[src/rtl/jpeg_bitstream_packer.sv]
// JPEG entropy-coded segment packer: MSB-first bit packing,
// 0xFF/0x00 byte stuffing and 1-bit padding on flush.
module jpeg_bitstream_packer #(
  parameter int CODE_WIDTH = 16,
  parameter int ACC_WIDTH  = 32
) (
  input  logic                  clock,
  input  logic                  reset_n,
  input  logic                  code_valid,
  output logic                  code_ready,
  input  logic [CODE_WIDTH-1:0] code_bits,
  input  logic [4:0]            code_length,
  input  logic                  flush,
  output logic                  flush_done,
  output logic                  byte_valid,
  input  logic                  byte_ready,
  output logic [7:0]            byte_data,
  output logic [5:0]            fill_level
);

  localparam logic [1:0] S_RUN   = 2'd0;
  localparam logic [1:0] S_DRAIN = 2'd1;
  localparam logic [1:0] S_WAIT  = 2'd2;

  localparam logic [5:0] ACC_BITS = 6'(ACC_WIDTH);
  localparam logic [5:0] RDY_MAX  = 6'(ACC_WIDTH - CODE_WIDTH);
  localparam logic [4:0] LEN_MAX  = 5'(CODE_WIDTH);

  logic [ACC_WIDTH-1:0]  acc_q, acc_d;
  logic [5:0]            cnt_q, cnt_d;
  logic                  bv_q, bv_d;
  logic [7:0]            bd_q, bd_d;
  logic                  stuff_q, stuff_d;
  logic [1:0]            state_q, state_d;

  logic [4:0]            len;
  logic [CODE_WIDTH-1:0] mask;
  logic [ACC_WIDTH-1:0]  ext;
  logic [5:0]            sh;
  logic                  out_free;
  logic [7:0]            top;

  always_comb begin
    len  = (code_length > LEN_MAX) ? LEN_MAX
                                   : code_length;
    mask = ~({CODE_WIDTH{1'b1}} << len);
    ext  = ACC_WIDTH'(code_bits & mask);
    top  = acc_q[ACC_WIDTH-1 -: 8];

    code_ready = (state_q == S_RUN) &&
                 (cnt_q <= RDY_MAX);
    out_free   = !bv_q || byte_ready;
    flush_done = 1'b0;

    acc_d   = acc_q;
    cnt_d   = cnt_q;
    bv_d    = bv_q && !byte_ready;
    bd_d    = bd_q;
    stuff_d = stuff_q;
    state_d = state_q;
    sh      = '0;

    // a pending stuff byte always wins so 0x00 trails 0xFF
    if (out_free) begin
      if (stuff_q) begin
        bv_d    = 1'b1;
        bd_d    = 8'h00;
        stuff_d = 1'b0;
      end else if (cnt_q >= 6'd8) begin
        bv_d    = 1'b1;
        bd_d    = top;
        acc_d   = acc_q << 8;
        cnt_d   = cnt_q - 6'd8;
        stuff_d = (top == 8'hFF);
      end
    end

    // append after the byte load so offset uses updated count
    if (code_valid && code_ready && len != 5'd0) begin
      sh    = ACC_BITS - cnt_d - {1'b0, len};
      acc_d = acc_d | (ext << sh);
      cnt_d = cnt_d + {1'b0, len};
    end

    unique case (1'b1)
      state_q == S_RUN: begin
        if (flush && code_ready)
          state_d = S_DRAIN;
      end
      state_q == S_DRAIN: begin
        if (cnt_q == 6'd0) begin
          state_d = S_WAIT;
        end else if (cnt_q < 6'd8) begin
          acc_d[ACC_WIDTH-1 -: 8] =
            top | (8'hFF >> cnt_q[2:0]);
          cnt_d = 6'd8;
        end
      end
      state_q == S_WAIT: begin
        if (!stuff_q && out_free) begin
          flush_done = 1'b1;
          state_d    = S_RUN;
        end
      end
      default: state_d = S_RUN;
    endcase
  end

  always_ff @(posedge clock or negedge reset_n) begin
    if (!reset_n) begin
      acc_q   <= '0;
      cnt_q   <= '0;
      bv_q    <= 1'b0;
      bd_q    <= 8'h00;
      stuff_q <= 1'b0;
      state_q <= S_RUN;
    end else begin
      acc_q   <= acc_d;
      cnt_q   <= cnt_d;
      bv_q    <= bv_d;
      bd_q    <= bd_d;
      stuff_q <= stuff_d;
      state_q <= state_d;
    end
  end

  assign byte_valid = bv_q;
  assign byte_data  = bd_q;
  assign fill_level = cnt_q;

endmodule

[config.mk]
export PLATFORM = sky130hd
export DESIGN_NAME = jpeg_bitstream_packer
export DESIGN_NICKNAME = d
export VERILOG_FILES = /design/src/rtl/jpeg_bitstream_packer.sv
export SDC_FILE = /design/constraint.sdc
export NUM_CORES = 1
export LEC_CHECK = 0
export ABC_AREA = 1
export BUFFER_PORTS_ARGS = -buffer_cell sky130_fd_sc_hd__buf_4
export CAP_MARGIN = 20
export CORE_MARGIN = 8
export CORE_UTILIZATION = 60
export CTS_CLUSTER_SIZE = 8
export DETAILED_ROUTE_END_ITERATION = 8
export GPL_ROUTABILITY_DRIVEN = 0
export PLACE_DENSITY = 0.81
export REMOVE_ABC_BUFFERS = 1
export SYNTH_ARGS = -nofsm -noshare
export SYNTH_HDL_FRONTEND = slang
export SYNTH_SLANG_ARGS = --single-unit
export TNS_END_PERCENT = 10
[constraint.sdc]
create_clock -name clock -period 4.83 [get_ports clock]
set_input_delay 0.2415 -clock clock [delete_from_list [all_inputs] [get_ports clock]]
set_output_delay 0.2415 -clock clock [all_outputs]
set_load 0.02 [all_outputs]
==> impl_metrics.tcl <==
set metrics [dict create \
    io_buffers 42 \
    die_y_um 97.6 \
    clock_skew_ps 6.86 \
    finalMaxSlewViolations 0 \
    period_share_pct 76.2 \
    diodes 0 \
    firstDrtPassIters 5 \
    rows 29 \
    syn2layout_area_growth_pct 11.1 \
    ys_seq_elements 50 \
    cts-root-buf "clkbuf_8" \
    core_region_area_um2 6390 \
    cp-end-kind "register" \
    crit_type "reg -> reg" \
    grtUsageTotal_pct 22.6 \
    antenna_found_initial 0 \
    ios 43 \
    avgSynthCellArea_um2 6.82 \
    ant_nets 0 \
    syn_inst 585 \
    clk_transition_reported_paths_ps 100 \
    max-cap-violations 0 \
    synth_edf_count 0 \
    rsz0062_at_grt "no" \
    worst_pin_slew_ps 688 \
    crit_required_ps 5070 \
    dp_hpwl_um 8570 \
    finalSetupViolCount 0 \
    wire_per_inst_um 15.6 \
    dr_total_vias 4091 \
    finalHoldViolCount 0 \
    start_util_pct 62.5 \
    slew_headroom_pct 54.1 \
    grt_pass1_wl_um 18300 \
    yosysSeqAreaShare_pct 31.4 \
    syn_area_um2 3990 \
    fin_util_pct 69.4 \
    drive_gt1_share_pct 12.2 \
    status "finished clean" \
    overflow 0 \
    yosys_warnings 0 \
    startpoint_type "register" \
    grt_pass1_vias 3889 \
    finalCriticalPeriod_ps 3680 \
    post-cts-setup-buffers 0 \
    clock_tree.buffer_depth 2 \
    routed_wirelength_um 10800 \
    nNetsFinal 658 \
    ys_async_sr_fraction_pct 100 \
    synthFlopType "dfrtp_1" \
    arrival_ps 3920 \
    drtIter0Drc 268 \
    cts_buffers 5 \
    ys_types 41 \
    die_area_um2 9520 \
    worstSkewPairLatency_ps 310 \
    hp-class "in -> reg" \
    crit_fanout 25 \
    clkSinkCount 50 \
    cts_max_level 2 \
    drc 0 \
    drt-vias-per-instance 5.92 \
    fmax_mhz 272 \
    layout.cells.most_common_list "nand2_1 (136), nand3_1 (102), inv_1 (58)" \
    grt_max_degree 51 \
    dieWidth_um 97.6 \
    layout_commonest_cell "nand2_1" \
    cts_tree "yes" \
]
[layout make-up]
| class | count | area [um2] |
|---|---|---|
| Fill cell | 567 | 1950 |
| Tap cell | 77 | 96.3 |
| Multi-Input combinational cell | 444 | 2380 |
| Timing Repair Buffer | 48 | 363 |
| Sequential cell | 50 | 1250 |
| Clock inverter | 3 | 28.8 |
| Clock buffer | 5 | 68.8 |
| Inverter | 64 | 240 |
[registers in the layout, indices dropped and copies added (netlist names)]
signal / flops
acc_q: 32
byte_data: 8
fill_level: 6
stuff_q: 1
state_q: 2
byte_valid: 1
[cell usage after synthesis (2+ instances only)]
cell	instances	area share, %
a22o_1	2	0.44
inv_2	5	0.47
a21oi_2	2	0.44
fa_1	3	1.5
nand4_1	20	3.1
o21a_1	2	0.38
xor2_1	4	0.88
dfrtp_1	50	31
o21ai_0	34	4.3
ha_1	16	5.0
nor2_4	3	0.85
buf_1	3	0.28
o21ai_1	16	2.0
o211ai_1	12	2.3
nor3_1	4	0.50
inv_1	58	5.5
nor2_1	37	3.5
a211oi_1	8	1.5
clkbuf_1	19	1.8
o22ai_1	3	0.47
a21oi_1	22	2.8
nand3_1	102	13
nand2_4	2	0.56
nand3_2	2	0.50
nor4_1	2	0.31
nand2_1	136	13
buf_2	4	0.50
[worst max-delay path, stage by stage (launching register included)]
cell and delay, ps:
dfrtp_1 420, inv_1 100, ha_1 180, nand4_1 100, nand2_1 80, nand2_1 170, inv_1 80, o21ai_0 300
inv_1 120, ha_1 330, ha_1 310, xnor2_1 140, buf_4 270, inv_1 320, nor4_1 310, inv_1 100
a21oi_1 130, nand2_1 70, o21ai_1 60
[per-stage QoR]
step | TNS, ps | hold WS, ps | cells | instance area, um2 | worst slack, ps
after detailed placement | 0 | 302 | 682 | 4330 | 1020
after global routing | 0 | 154 | 691 | 4430 | 605
after CTS | 0 | 161 | 691 | 4430 | 1200
final | 0 | 158 | 691 | 4430 | 1150
after floorplan | -5990 | -54.1 | 558 | 3880 | -465
after global placement | 0 | 294 | 682 | 4330 | 1030
[worst paths after layout]
| check | start | end | slack, ps | depth (start not counted) |
|---|---|---|---|---|
| hold reg to reg | byte_data[3] | byte_data[3] | 490 | 2 |
| setup reg to reg | fill_level[4] | acc_q[16] | 1150 | 18 |
| hold / removal | flush | state_q[0] | 160 | 2 |
| min in group asynchronous | reset_n | state_q[1] | 490 | 2 |
| max in group asynchronous | reset_n | acc_q[18] | 3930 | 2 |
| setup / recovery | fill_level[4] | acc_q[16] | 1150 | 18 |
[per-layer routing]
layer	up-vias	part of all wire, %	GRT usage [%]
li1	2040	-	-
met1	1870	44	29.0
met2	155	46	36.2
met3	26	6.5	4.27
met4	0	3.1	9.21
met5	-	0	0
[kinds of logic after synthesis]
group | Yosys count | share of synthesized area, %
adders and majority gates | 19 | 6.52
buffers and inverters | 91 | 8.87
and+or+nand+nor | 314 | 36.4
DFF | 50 | 31.4
xor gates and xnor gates | 6 | 1.51
AOI/OAI and AO/OA | 105 | 15.3
[what timing repair did]
| action | CTS | global route |
|---|---|---|
| hold buffers | 1 | 0 |
| hold endpoints to repair | 50 | 0 |
| resized for setup | 0 | 0 |
Power is left out: the tool's default activity adds up to more than one toggle a clock period on the data nets, which glitch-free logic cannot reach.
